[config.mk]
export PLATFORM = sky130hd
export DESIGN_NAME = pc_rx_word_buffer
export DESIGN_NICKNAME = d
export VERILOG_FILES = /design/src/rtl/pc_rx_word_buffer_pkg.sv /design/src/rtl/pc_rx_sync_fifo.sv /design/src/rtl/pc_rx_word_buffer.sv
export SDC_FILE = /design/constraint.sdc
export NUM_CORES = 1
export LEC_CHECK = 0
export CAP_MARGIN = 10
export CORE_UTILIZATION = 45
export DETAILED_ROUTE_END_ITERATION = 10
export REMOVE_ABC_BUFFERS = 1
export SETUP_SLACK_MARGIN = 0.2
export SLEW_MARGIN = 5
export SYNTH_ARGS = -nofsm -noshare
export SYNTH_HDL_FRONTEND = slang
export SYNTH_HIERARCHICAL = 1
export SYNTH_SLANG_ARGS = --single-unit
[constraint.sdc]
create_clock -name i_clock -period 3.49 [get_ports i_clock]
set_clock_uncertainty 0.05 [all_clocks]
set_input_delay 0.349 -clock i_clock [delete_from_list [all_inputs] [get_ports i_clock]]
set_output_delay 0.349 -clock i_clock [all_outputs]
set_load 0.005 [all_outputs]
[src/rtl/pc_rx_word_buffer_pkg.sv]
`default_nettype none
// ============================================================================
//  Module      : pc_rx_word_buffer_pkg
//  Description : Shared constants and types for the UART RX word buffer:
//                assembler state encoding, default parameter values and the
//                UART clocks-per-bit figure the timeout default is built on.
//  Revision    : 1.0  initial release
// ============================================================================
package pc_rx_word_buffer_pkg;

    typedef enum logic [0:0] {
        ST_IDLE     = 1'b0,   // no bytes of a word held
        ST_ASSEMBLE = 1'b1    // 1..BYTES_PER_WORD-1 bytes held
    } asm_state_t;

    localparam int unsigned c_clks_per_bit          = 435;
    localparam int unsigned c_default_bytes_per_word = 4;
    localparam int unsigned c_default_fifo_depth     = 16;
    // Ten bit-times of silence mid-word means the sender lost framing.
    localparam int unsigned c_default_timeout_clks   = 10 * c_clks_per_bit;
    localparam int unsigned c_default_msb_first      = 1;

endpackage : pc_rx_word_buffer_pkg
`default_nettype wire

[src/rtl/pc_rx_sync_fifo.sv]
`default_nettype none
// ============================================================================
//  Module      : pc_rx_sync_fifo
//  Description : Single-clock first-word-fall-through FIFO. The head word is
//                always presented on o_rd_data; i_rd_en consumes it.
//  Ports       : i_clock, i_reset_n (async active-low), i_flush (sync clear),
//                i_wr_en/i_wr_data (push), i_rd_en (pop), o_rd_data (head),
//                o_empty, o_full, o_level (words stored).
//  Revision    : 1.0  initial release
// ============================================================================
module pc_rx_sync_fifo #(
    parameter int WIDTH = 32,
    parameter int DEPTH = 16,
    localparam int AW   = $clog2(DEPTH)
) (
    input  logic             i_clock,
    input  logic             i_reset_n,
    input  logic             i_flush,
    input  logic             i_wr_en,
    input  logic [WIDTH-1:0] i_wr_data,
    input  logic             i_rd_en,
    output logic [WIDTH-1:0] o_rd_data,
    output logic             o_empty,
    output logic             o_full,
    output logic [AW:0]      o_level
);

    localparam logic [AW:0] c_full_level = (AW+1)'(DEPTH);

    logic [WIDTH-1:0] r_mem [DEPTH];
    logic [AW-1:0]    r_wr_ptr;
    logic [AW-1:0]    r_rd_ptr;
    logic [AW:0]      r_level;
    logic             w_do_rd;
    logic             w_do_wr;

    // A pop on an empty FIFO is ignored; a push into a full FIFO is only
    // accepted when a pop frees the slot in the same cycle.
    assign w_do_rd = i_rd_en && (r_level != '0);
    assign w_do_wr = i_wr_en && ((r_level != c_full_level) || w_do_rd);

    always_ff @(posedge i_clock or negedge i_reset_n) begin
        if (!i_reset_n) begin
            r_wr_ptr <= '0;
            r_rd_ptr <= '0;
            r_level  <= '0;
            for (int i = 0; i < DEPTH; i++) begin
                r_mem[i] <= '0;
            end
        end else if (i_flush) begin
            r_wr_ptr <= '0;
            r_rd_ptr <= '0;
            r_level  <= '0;
        end else begin
            if (w_do_wr) begin
                r_mem[r_wr_ptr] <= i_wr_data;
                r_wr_ptr        <= r_wr_ptr + AW'(1);
            end
            if (w_do_rd) begin
                r_rd_ptr <= r_rd_ptr + AW'(1);
            end
            case ({w_do_wr, w_do_rd})
                2'b10:   r_level <= r_level + (AW+1)'(1);
                2'b01:   r_level <= r_level - (AW+1)'(1);
                default: r_level <= r_level;
            endcase
        end
    end

    assign o_rd_data = r_mem[r_rd_ptr];
    assign o_empty   = (r_level == '0);
    assign o_full    = (r_level == c_full_level);
    assign o_level   = r_level;

endmodule : pc_rx_sync_fifo
`default_nettype wire

[src/rtl/pc_rx_word_buffer.sv]
`default_nettype none
// ============================================================================
//  Module      : pc_rx_word_buffer
//  Description : Assembles UART RX bytes into BYTES_PER_WORD-byte words and
//                queues them in a FWFT FIFO. A stalled partial word is
//                dropped after TIMEOUT_CLKS idle clocks (o_resync_pulse);
//                words that find the FIFO full are counted and dropped.
//  Ports       : i_clock, i_reset_n (async active-low), i_rx_byte,
//                i_rx_byte_valid, i_flush, i_read_next_word_cmd,
//                o_fifo_output_word, o_fifo_is_empty_sig, o_fifo_is_full_sig,
//                o_fifo_level, o_overflow_count, o_resync_pulse.
//  Revision    : 1.0  initial release
// ============================================================================
module pc_rx_word_buffer
    import pc_rx_word_buffer_pkg::*;
#(
    parameter int BYTES_PER_WORD = c_default_bytes_per_word,
    parameter int FIFO_DEPTH     = c_default_fifo_depth,
    parameter int TIMEOUT_CLKS   = c_default_timeout_clks,
    parameter int MSB_FIRST      = c_default_msb_first,
    localparam int W             = 8 * BYTES_PER_WORD,
    localparam int LW            = $clog2(FIFO_DEPTH) + 1
) (
    input  logic          i_clock,
    input  logic          i_reset_n,
    input  logic [7:0]    i_rx_byte,
    input  logic          i_rx_byte_valid,
    input  logic          i_flush,
    input  logic          i_read_next_word_cmd,
    output logic [W-1:0]  o_fifo_output_word,
    output logic          o_fifo_is_empty_sig,
    output logic          o_fifo_is_full_sig,
    output logic [LW-1:0] o_fifo_level,
    output logic [15:0]   o_overflow_count,
    output logic          o_resync_pulse
);

    localparam int CW = (BYTES_PER_WORD > 1) ? $clog2(BYTES_PER_WORD) : 1;
    localparam int TW = $clog2(TIMEOUT_CLKS + 1);
    localparam logic [CW-1:0] c_last_byte = CW'(BYTES_PER_WORD - 1);
    localparam logic [TW-1:0] c_to_last   = TW'(TIMEOUT_CLKS - 1);

    asm_state_t    r_state;
    asm_state_t    w_state_next;
    logic [CW-1:0] r_byte_cnt;
    logic [CW-1:0] w_byte_cnt_next;
    logic [TW-1:0] r_to_cnt;
    logic [TW-1:0] w_to_cnt_next;
    logic [7:0]    r_bytes [BYTES_PER_WORD];
    logic          w_commit;
    logic          w_timeout;
    logic [W-1:0]  w_commit_word;
    logic          w_overflow;
    logic [15:0]   r_overflow_count;
    logic          r_resync_pulse;

    // ---------------------------------------------------------------- FSM
    always_ff @(posedge i_clock or negedge i_reset_n) begin
        if (!i_reset_n) begin
            r_state    <= ST_IDLE;
            r_byte_cnt <= '0;
            r_to_cnt   <= '0;
        end else begin
            r_state    <= w_state_next;
            r_byte_cnt <= w_byte_cnt_next;
            r_to_cnt   <= w_to_cnt_next;
        end
    end

    always_comb begin
        w_state_next    = r_state;
        w_byte_cnt_next = r_byte_cnt;
        w_to_cnt_next   = r_to_cnt;
        w_commit        = 1'b0;
        w_timeout       = 1'b0;
        case (r_state)
            ST_IDLE: begin
                w_byte_cnt_next = '0;
                w_to_cnt_next   = '0;
                if (i_rx_byte_valid) begin
                    if (BYTES_PER_WORD == 1) begin
                        w_commit = 1'b1;
                    end else begin
                        w_state_next    = ST_ASSEMBLE;
                        w_byte_cnt_next = CW'(1);
                    end
                end
            end
            ST_ASSEMBLE: begin
                // A byte in the expiry cycle wins over the timeout.
                if (i_rx_byte_valid) begin
                    w_to_cnt_next = '0;
                    if (r_byte_cnt == c_last_byte) begin
                        w_commit        = 1'b1;
                        w_state_next    = ST_IDLE;
                        w_byte_cnt_next = '0;
                    end else begin
                        w_byte_cnt_next = r_byte_cnt + CW'(1);
                    end
                end else if (r_to_cnt == c_to_last) begin
                    w_timeout       = 1'b1;
                    w_state_next    = ST_IDLE;
                    w_byte_cnt_next = '0;
                    w_to_cnt_next   = '0;
                end else begin
                    w_to_cnt_next = r_to_cnt + TW'(1);
                end
            end
            default: begin
                w_state_next    = ST_IDLE;
                w_byte_cnt_next = '0;
                w_to_cnt_next   = '0;
            end
        endcase
        if (i_flush) begin
            w_state_next    = ST_IDLE;
            w_byte_cnt_next = '0;
            w_to_cnt_next   = '0;
            w_commit        = 1'b0;
            w_timeout       = 1'b0;
        end
    end

    // ------------------------------------------------------ byte assembly
    // Slot BYTES_PER_WORD-1 is never read back: the final byte is taken
    // straight from i_rx_byte so the word commits on the last strobe.
    always_ff @(posedge i_clock or negedge i_reset_n) begin
        if (!i_reset_n) begin
            for (int i = 0; i < BYTES_PER_WORD; i++) begin
                r_bytes[i] <= '0;
            end
        end else if (i_rx_byte_valid && !i_flush) begin
            r_bytes[r_byte_cnt] <= i_rx_byte;
        end
    end

    always_comb begin
        w_commit_word = '0;
        for (int i = 0; i < BYTES_PER_WORD; i++) begin
            if (MSB_FIRST != 0) begin
                w_commit_word[W-1-8*i -: 8] = (i == BYTES_PER_WORD-1) ? i_rx_byte : r_bytes[i];
            end else begin
                w_commit_word[8*i +: 8]     = (i == BYTES_PER_WORD-1) ? i_rx_byte : r_bytes[i];
            end
        end
    end

    // ---------------------------------------------- overflow and resync
    assign w_overflow = w_commit && o_fifo_is_full_sig && !i_read_next_word_cmd;

    always_ff @(posedge i_clock or negedge i_reset_n) begin
        if (!i_reset_n) begin
            r_overflow_count <= '0;
            r_resync_pulse   <= 1'b0;
        end else begin
            r_resync_pulse <= w_timeout;
            if (w_overflow && (r_overflow_count != 16'hFFFF)) begin
                r_overflow_count <= r_overflow_count + 16'd1;
            end
        end
    end

    assign o_overflow_count = r_overflow_count;
    assign o_resync_pulse   = r_resync_pulse;

    // ------------------------------------------------------------ storage
    pc_rx_sync_fifo #(
        .WIDTH (W),
        .DEPTH (FIFO_DEPTH)
    ) u_fifo (
        .i_clock   (i_clock),
        .i_reset_n (i_reset_n),
        .i_flush   (i_flush),
        .i_wr_en   (w_commit),
        .i_wr_data (w_commit_word),
        .i_rd_en   (i_read_next_word_cmd && !i_flush),
        .o_rd_data (o_fifo_output_word),
        .o_empty   (o_fifo_is_empty_sig),
        .o_full    (o_fifo_is_full_sig),
        .o_level   (o_fifo_level)
    );

endmodule : pc_rx_word_buffer
`default_nettype wire
==> results_dict.tcl, run 1 <==
set metrics [dict create \
    worst-path-max-fanout 11 \
    maxCapViolations 0 \
    placementRows 88 \
    drive_gt1_share_pct 42.7 \
    synthAdderAreaFrac_pct 0.785 \
    busiest_layer "met2" \
    synth_edf_count 0 \
    seq_area_frac_synth_pct 55.0 \
    die_width_um 245 \
    synth_top_cells_by_area "dfrtp_1, mux2_2, mux4_2, mux2_1, a22oi_1" \
    synthMuxAreaShare_pct 33.9 \
    yosysWarnings 6 \
    ys_dominant_reg_cell "dfrtp_1" \
    synth_compound_gate_area_share_pct 2.89 \
    io_buffers 68 \
    timing.critical_path.to_type "output pin" \
    tritoncts "yes" \
    core-area_um2 57900 \
    grt_pass1_wl_um 101000 \
    ys_types 57 \
    synth_xor_area_share_pct 1.09 \
    synth_top_family_by_area "multiplexers" \
    max_stage_delay_ps 500 \
    worst_ep_required_time_ps 3090 \
    pin_count 69 \
    rsz0062_at_grt "yes" \
    final_common_cell "dfrtp_1" \
    drc 0 \
    die-height_um 245 \
    ir_drop_mv 0.372 \
    layout.nets 1826 \
    slowest_stage "mux4_2" \
    route.vias.total 15000 \
    place_congestion 0.743 \
    avgSynthCellArea_um2 15.4 \
    relSlewSlack_pct 41.7 \
    drtIter0Drc 898 \
    clkLatencyLatePin_ps 610 \
    place_inst 2477 \
    grt_util_met3_pct 3.47 \
    cts_max_level 3 \
    power_leakage_nw 14.5 \
    grtUsageTotal_pct 22.3 \
    syn_area_um2 26500 \
    grt-ovfl-total 0 \
    drt-total-wl_um 64000 \
    period_share_pct 94.1 \
    grt_pass1_vias 16300 \
    worstPathCellList "buf_12 -> bufbuf_16 -> mux4_2 -> a22oi_1 -> nand2_1 -> clkdlybuf4s50_1" \
    r2r-end "u_fifo/o_level[4]$_DFFE_PN0P_" \
    synth_seq_cells 582 \
    synth_top_area_share_pct 55.0 \
    path_clk_slew_ps 50 \
    fillers 4821 \
    antennaDiodeCount 0 \
    worst_setup_path_start_kind "flip-flop" \
    drv_slew 0 \
    clk_path_buf_depth 3 \
    die_area_um2 59800 \
    finalWorstSetupSlack_ps 205 \
    min_path_type "in2async" \
    async_reset_ff_share_pct 100 \
    vias_per_cell 5.77 \
    instances_no_fill 2607 \
    setup_viol 0 \
    drt_first_pass_iters 5 \
    start_util_pct 45.7 \
    met2_usage_pct 37.1 \
    period_needed_ps 3290 \
    area_growth_pct 16.1 \
    ff2ff_path_depth 8 \
    r2r_slack_ps 440 \
    antenna_found_initial 0 \
    root_buffer "clkbuf_16" \
    tns_ps 0 \
    grtUsageMet1_pct 30.8 \
    yosysTopAreaCell "dfrtp_1" \
    post-place-ws_ps 294 \
    layout_common_cells "dfrtp_1, mux2_2, mux4_2" \
    worst_pin_slew_ps 872 \
    outcome "completed" \
    finalHoldViolations 0 \
    syn_inst 1719 \
    critPathKind "reg2out" \
    r2r_start "u_fifo/o_level[0]$_DFFE_PN0P_" \
    synth-simple-area-share_pct 3.45 \
    arrival_ps 2890 \
    cts_inserted_buffers 66 \
    wl_per_cell_um 24.6 \
    clkSinkCount 582 \
    ant_nets 0 \
    grt_max_degree 87 \
    power.density_nw_per_um2 455 \
    max_freq_ghz 0.304 \
    hpwlAfterDp_um 36300 \
]
[sequential cells by signal, summed over array words and instances (netlist names)]
signal and count:
r_to_cnt 13, r_byte_cnt 2, u_fifo/o_level 5, r_bytes 24
r_state 1, u_fifo/r_rd_ptr 4, u_fifo/r_wr_ptr 4, u_fifo/r_mem 512
o_resync_pulse 1, o_overflow_count 16
[layout make-up]
cell class | count | area, µm² | share of cell area, %
clock buffer | 92 | 1870 | 6.09
clock inverter | 21 | 203 | 0.660
inverter | 14 | 52.6 | 0.171
multi-input combinational | 984 | 11300 | 36.7
sequential | 582 | 14600 | 47.4
tap | 765 | 957 | 3.11
timing repair buffer | 149 | 1810 | 5.88
[repair_timing]
item | 4_1_cts | 5_1_grt
setup endpoints to repair | 23 | 27
cloned | 1 | 2
pin swaps | 1 | 3
hold buffers | 1 | 0
setup buffers | 9 | 4
endpoints found under the hold margin | 70 | 0
gates resized for setup | 7 | 1
[cells in the mapped netlist (all sizes together) (13+ instances only)]
cell	n
mux4	128
inv	13
dfrtp	582
ha	15
xor2	20
mux2	538
nand2	49
clkbuf	65
nor2	45
buf	74
a22oi	64
xnor2	13
[worst max path at each step]
stage / startpoint / endpoint / slack, ps / cells after the start
after floorplan: u_fifo/r_rd_ptr[0]$_DFFE_PN0P_ / o_fifo_output_word[0] / -2820 / 3
after global placement: i_flush / u_fifo/o_level[4]$_DFFE_PN0P_ / 360 / 11
after detailed placement: i_flush / u_fifo/o_level[4]$_DFFE_PN0P_ / 290 / 11
after CTS: u_fifo/r_rd_ptr[0]$_DFFE_PN0P_ / o_fifo_output_word[2] / 140 / 5
after global routing: u_fifo/r_rd_ptr[0]$_DFFE_PN0P_ / o_fifo_output_word[30] / 80 / 6
final: u_fifo/r_rd_ptr[0]$_DFFE_PN0P_ / o_fifo_output_word[30] / 200 / 6
[worst max-delay path, delay by kind of cell, from the launching register on]
family          cells  cell delay (ps)
compound gates      1              200
simple gates        1              120
buf+inv             3              970
flops               1              490
mux                 1              500
[metrics by stage]
stage | total power [mW] | cell area (µm²) | hold slack (ps) | util, %
floorplan | 7.13 | 25800 | 3.41 | -
global placement | 7.46 | 28400 | 363 | 49.0
detailed placement | 7.47 | 28400 | 359 | 49.0
CTS | 14.2 | 30600 | 323 | 52.9
global route | 14.5 | 30700 | 346 | 53.1
finish | 14.0 | 30700 | 304 | 53.1
[power breakdown]
group	leakage [nW]	total, mW	internal [mW]	switching [mW]
combinational	5.38	0.320	0.109	0.211
clock	1.01	6.64	3.90	2.74
sequential	8.09	7.03	6.80	0.233
total	14.5	14.0	10.8	3.18
[logic make-up after synthesis]
kind of cell,after synthesis
muxes,670
DFF,582
buffers and inverters,153
xor gates and xnor gates,33
AOI/OAI and AO/OA,95
and+or+nand+nor,170
adders and majority gates,16
[layer usage]
metal  wire, µm  vias to the layer above  share of wire [%]
met4        985                        0                1.5
met5          0                        -                  0
met3       1950                       77                3.0
li1           -                     6528                  -
met1      29200                     8197                 46
met2      31900                      247                 50
(Power assumes the default switching activity.)
==> inputs of run 2 (changes only) <==
- RECOVER_POWER: not set -> 50
- REMOVE_ABC_BUFFERS: 1 -> not set
==> results_dict.tcl, run 2 (same netlist as run 1, synthesis figures left out) <==
set metrics [dict create \
    clk_path_buf_depth 3 \
    final_common_cell "dfrtp_1" \
    grt_util_met3_pct 3.13 \
    grtUsageMet1_pct 30.7 \
    ant_nets 0 \
    r2r_start "u_fifo/o_level[1]$_DFFE_PN0P_" \
    layout_common_cells "dfrtp_1, mux2_2, mux4_2" \
    drtIter0Drc 738 \
    p_int_mw 10.5 \
    io_buffers 68 \
    ff2ff_path_depth 8 \
    total_power_mw 13.6 \
    arrival_ps 2890 \
    stdcell_area_um2 30900 \
    power.switching_mw 3.10 \
    combPwrFrac_pct 2.3 \
    largest_register "u_fifo/r_mem" \
    cts_inserted_buffers 61 \
    violations "max-capacitance violations, max-slew violations" \
    power_leakage_nw 14.6 \
    worst-path-max-fanout 13 \
    largest_reg_flops 512 \
    setup_viol 0 \
    tns_ps 0 \
    die_width_um 245 \
    min_path_cells 1 \
    tritoncts "yes" \
    min_to "u_fifo/r_mem[358]$_DFFE_PN0P_" \
    period_share_pct 94.1 \
    timing.critical_path.to_type "output pin" \
    grt_pass1_wl_um 99600 \
    relSlewSlack_pct -47.5 \
    p_seq_share_pct 51.5 \
    cts_max_level 2 \
    start_util_pct 45.7 \
    route.vias.total 15200 \
    place_congestion 0.741 \
    core-area_um2 57900 \
    die_area_um2 59800 \
    fillers 4851 \
    grt_max_degree 91 \
    drive_gt1_share_pct 44.2 \
    hpwlAfterDp_um 37600 \
    busiest_layer "met2" \
    ir_drop_mv 0.401 \
    maxCapViolations 1 \
    worst_pin_slew_ps 2210 \
    clkLatencyLatePin_ps 630 \
    min_path_type "reg2reg" \
    hold_slack_ps 434 \
    grt-ovfl-total 0 \
    worst_ep_required_time_ps 3090 \
    antennaDiodeCount 0 \
    layout.nets 1844 \
    power.share.clock_pct 46.2 \
    power.density_nw_per_um2 442 \
    path_clk_slew_ps 60 \
    period_needed_ps 3290 \
    antenna_found_initial 1 \
    drc 0 \
    drv_slew 76 \
    placed_cell_area_um2 28400 \
    area_growth_pct 16.7 \
    outcome "finished, violations left" \
    die-height_um 245 \
    drt_first_pass_iters 5 \
    r2r_slack_ps 580 \
    grt_pass1_vias 16400 \
    r2r-end "u_fifo/o_level[4]$_DFFE_PN0P_" \
    wl_per_cell_um 24.1 \
    finalHoldViolations 0 \
    grtUsageTotal_pct 21.8 \
    switching_share_pct 22.7 \
    pin_count 69 \
    placementRows 88 \
    worst_setup_path_start_kind "flip-flop" \
    root_buffer "clkbuf_16" \
    critPathKind "reg2out" \
    max_freq_ghz 0.304 \
    post-route-util_pct 53.3 \
    clkSinkCount 582 \
    hold_start "u_fifo/r_mem[358]$_DFFE_PN0P_" \
    vias_per_cell 5.77 \
    drt-total-wl_um 63300 \
    rsz0062_at_grt "yes" \
    syn_nets 1748 \
    met2_usage_pct 35.1 \
]
run 2: cell count changes in the layout (fill, tap and decap cells not counted), moves of 5 or more:
cell | before | now
dlygate4sd2_1 | 0 | 5
clkbuf_16 | 69 | 64
a22oi_1 | 62 | 45
a22oi_2 | 2 | 19
buf_4 | 42 | 57
clkdlybuf4s50_1 | 67 | 61
clkbuf_8 | 10 | 17
buf_12 | 29 | 24
run 2: stage by stage:
step | setup WS, ps | cells
floorplan | 468 | 1719
global placement | 293 | 2485
detailed placement | 261 | 2485
CTS | 122 | 2614
global route | 97.4 | 2629
finish | 205 | 2629
run 2: how the worst max path moves through the flow:
stage / from / end / slack (ps)
after floorplan: r_byte_cnt[0]$_DFFE_PN0P_ / u_fifo/o_level[4]$_DFFE_PN0P_ / 470
after global placement: i_flush / u_fifo/o_level[4]$_DFFE_PN0P_ / 290
after detailed placement: i_rx_byte_valid / u_fifo/o_level[4]$_DFFE_PN0P_ / 260
after CTS: u_fifo/r_rd_ptr[0]$_DFFE_PN0P_ / o_fifo_output_word[31] / 120
after global routing: i_reset_n / u_fifo/r_mem[356]$_DFFE_PN0P_ / 100
final: u_fifo/r_rd_ptr[0]$_DFFE_PN0P_ / o_fifo_output_word[9] / 200
run 2: area by class of cell:
class / instances / area (µm²) / area share [%]
clock buffer: 94 / 1820 / 5.89
clock inverter: 18 / 130 / 0.421
inverter: 14 / 52.6 / 0.170
multi-input combinational: 984 / 11400 / 36.7
sequential: 582 / 14600 / 47.2
tap: 765 / 957 / 3.10
timing repair buffer: 172 / 2010 / 6.52
run 2: critical path, stage by stage (launching register included):
cell,delay (ps)
dfrtp_4,460
buf_16,180
bufbuf_16,310
mux4_2,520
a22oi_1,180
nand2_1,140
clkdlybuf4s50_1,470
run 2: repair_timing:
| item | 4_1_cts | 5_1_grt |
|---|---|---|
| endpoints found under the setup margin | 31 | 22 |
| gates resized for setup | 23 | 18 |
| pin swaps | 3 | 1 |
| endpoints found under the hold margin | 71 | 0 |
| cloned | 7 | 3 |
| hold buffers | 1 | 0 |
| buffers inserted | 9 | 12 |
run 2: metal layers:
layer | up-vias | routed length, µm
li1 | 6562 | -
met1 | 8264 | 29100
met2 | 245 | 30500
met3 | 102 | 2160
met4 | 2 | 1510
met5 | - | 13
run 2: power by group through the flow:
stage | combinational (mW) | clock [mW] | sequential, mW
floorplan | 0.184 | 0 | 6.99
global placement | 0.319 | 0 | 7.14
detailed placement | 0.325 | 0 | 7.14
CTS | 0.331 | 6.48 | 7.02
global route | 0.356 | 6.74 | 7.05
finish | 0.312 | 6.31 | 7.03
==> inputs of run 3 (changes only) <==
- GPL_ROUTABILITY_DRIVEN: not set -> 1
- TNS_END_PERCENT: not set -> 30
==> results_dict.tcl, run 3 (same netlist as run 1, synthesis figures left out) <==
set metrics [dict create \
    outcome "finished, violations left" \
    place_congestion 0.741 \
    violations "max-capacitance violations, max-slew violations" \
    cts_max_level 2 \
    arrival_ps 2900 \
    rsz0062_at_grt "yes" \
    grt-ovfl-total 0 \
    antenna_found_initial 1 \
    drive_gt1_share_pct 43.3 \
    pin_count 69 \
    hold_slack_ps 435 \
    cp.buffers_inverters 2 \
    seq_area_um2 14600 \
    drt-total-wl_um 62500 \
    grt_pass1_vias 16400 \
    multi_input_area_um2 11300 \
    die_area_um2 59800 \
    worst_setup_path_start_kind "flip-flop" \
    root_buffer "clkbuf_16" \
    finalWorstSetupSlack_ps 193 \
    worstPathCellList "and2_2 -> buf_12 -> a22oi_1 -> nand2_1 -> clkdlybuf4s50_1" \
    route.vias.total 15000 \
    wl_per_cell_um 23.9 \
    critPathKind "reg2out" \
    layout_common_cells "dfrtp_1, mux2_2, mux4_2" \
    cts_inserted_buffers 61 \
    largest_register "u_fifo/r_mem" \
    min_path_type "reg2reg" \
    grtUsageTotal_pct 21.7 \
    timing.critical_path.to_type "output pin" \
    power.density_nw_per_um2 444 \
    slowest_stage "and2_2" \
    ir_drop_mv 0.408 \
    layout.nets 1833 \
    period_needed_ps 3300 \
    max_stage_delay_ps 580 \
    die_width_um 245 \
    drtIter0Drc 673 \
    drt_first_pass_iters 4 \
    antennaDiodeCount 0 \
    maxCapViolations 1 \
    final_common_cell "dfrtp_1" \
    hpwlAfterDp_um 37600 \
    largest_reg_flops 512 \
    critPathTopFamily "buffers and inverters" \
    finalHoldViolations 0 \
    io_buffers 68 \
    core-area_um2 57900 \
    syn_nets 1748 \
    tns_ps 0 \
    post-place-ws_ps 261 \
    relSlewSlack_pct -47.3 \
    area_growth_pct 16.0 \
    fillers 4848 \
    clkSinkCount 582 \
    max_freq_ghz 0.303 \
    worst_ep_required_time_ps 3090 \
    power_leakage_nw 14.5 \
    drv_slew 76 \
    worst_pin_slew_ps 2210 \
    drc 0 \
    die-height_um 245 \
    setup_viol 0 \
    tritoncts "yes" \
    worst-path-max-fanout 19 \
    ant_nets 0 \
    start_util_pct 45.7 \
    placementRows 88 \
    clkLatencyLatePin_ps 630 \
    grt_pass1_wl_um 99300 \
    period_share_pct 94.5 \
    grt_max_degree 91 \
    r2r_slack_ps 470 \
    clk_path_buf_depth 3 \
    vias_per_cell 5.75 \
    path_clk_slew_ps 60 \
]
==> run 3: cell count changes in the layout (fill, tap and decap cells not counted), moves of 2 or more <==
cell,previous run,this run
a22oi_1,45,52
a22oi_2,19,12
buf_4,57,50
clkdlybuf4s50_1,61,65
dlygate4sd2_1,5,1
clkbuf_16,64,62
==> run 3: per-stage QoR <==
stage               area, µm²  util [%]  power (mW)  cells
floorplan               26500         -        7.17   1719
finish                  30700      53.0        13.6   2618
CTS                     30700      53.0        13.8   2613
global placement        28400      49.0        7.46   2485
detailed placement      28400      49.0        7.47   2485
global route            30700      53.0        14.1   2618
==> run 3: path summary, 6_finish.rpt <==
check,start,endpoint,cells past startpoint
min reg2reg,u_fifo/r_mem[440]$_DFFE_PN0P_,u_fifo/r_mem[440]$_DFFE_PN0P_,1
max,u_fifo/r_rd_ptr[2]$_DFFE_PN0P_,o_fifo_output_word[0],5
max reg2reg,u_fifo/o_level[1]$_DFFE_PN0P_,u_fifo/o_level[4]$_DFFE_PN0P_,8
min,u_fifo/r_mem[440]$_DFFE_PN0P_,u_fifo/r_mem[440]$_DFFE_PN0P_,1
max in group asynchronous,i_reset_n,u_fifo/r_mem[205]$_DFFE_PN0P_,4
min in group asynchronous,i_reset_n,u_fifo/r_mem[214]$_DFFE_PN0P_,2
==> run 3: layer usage <==
metal	wire [µm]	track usage, %	up-vias
li1	-	-	6529
met1	28900	30.6	8184
met2	30000	34.8	228
met3	2070	3.16	101
met4	1540	6.36	2
met5	13	0	-
==> run 3: repair_timing <==
action	4_1_cts	5_1_grt
gates resized for setup	13	13
buffers inserted	9	4
hold buffers	1	0
pin swaps	2	3
endpoints found under the setup margin	31	30
cloned	6	1
hold endpoints to repair	71	0
==> run 3: power breakdown <==
| group | internal [mW] | switching (mW) | total (mW) |
|---|---|---|---|
| clock | 3.64 | 2.66 | 6.30 |
| sequential | 6.80 | 0.226 | 7.02 |
| combinational | 0.102 | 0.209 | 0.310 |
==> run 3: layout make-up <==
cell class / instances / area share (%)
clock inverter: 18 / 0.424
clock buffer: 94 / 5.93
sequential: 582 / 47.4
tap: 765 / 3.12
multi-input combinational: 984 / 36.8
inverter: 14 / 0.171
timing repair buffer: 161 / 6.08
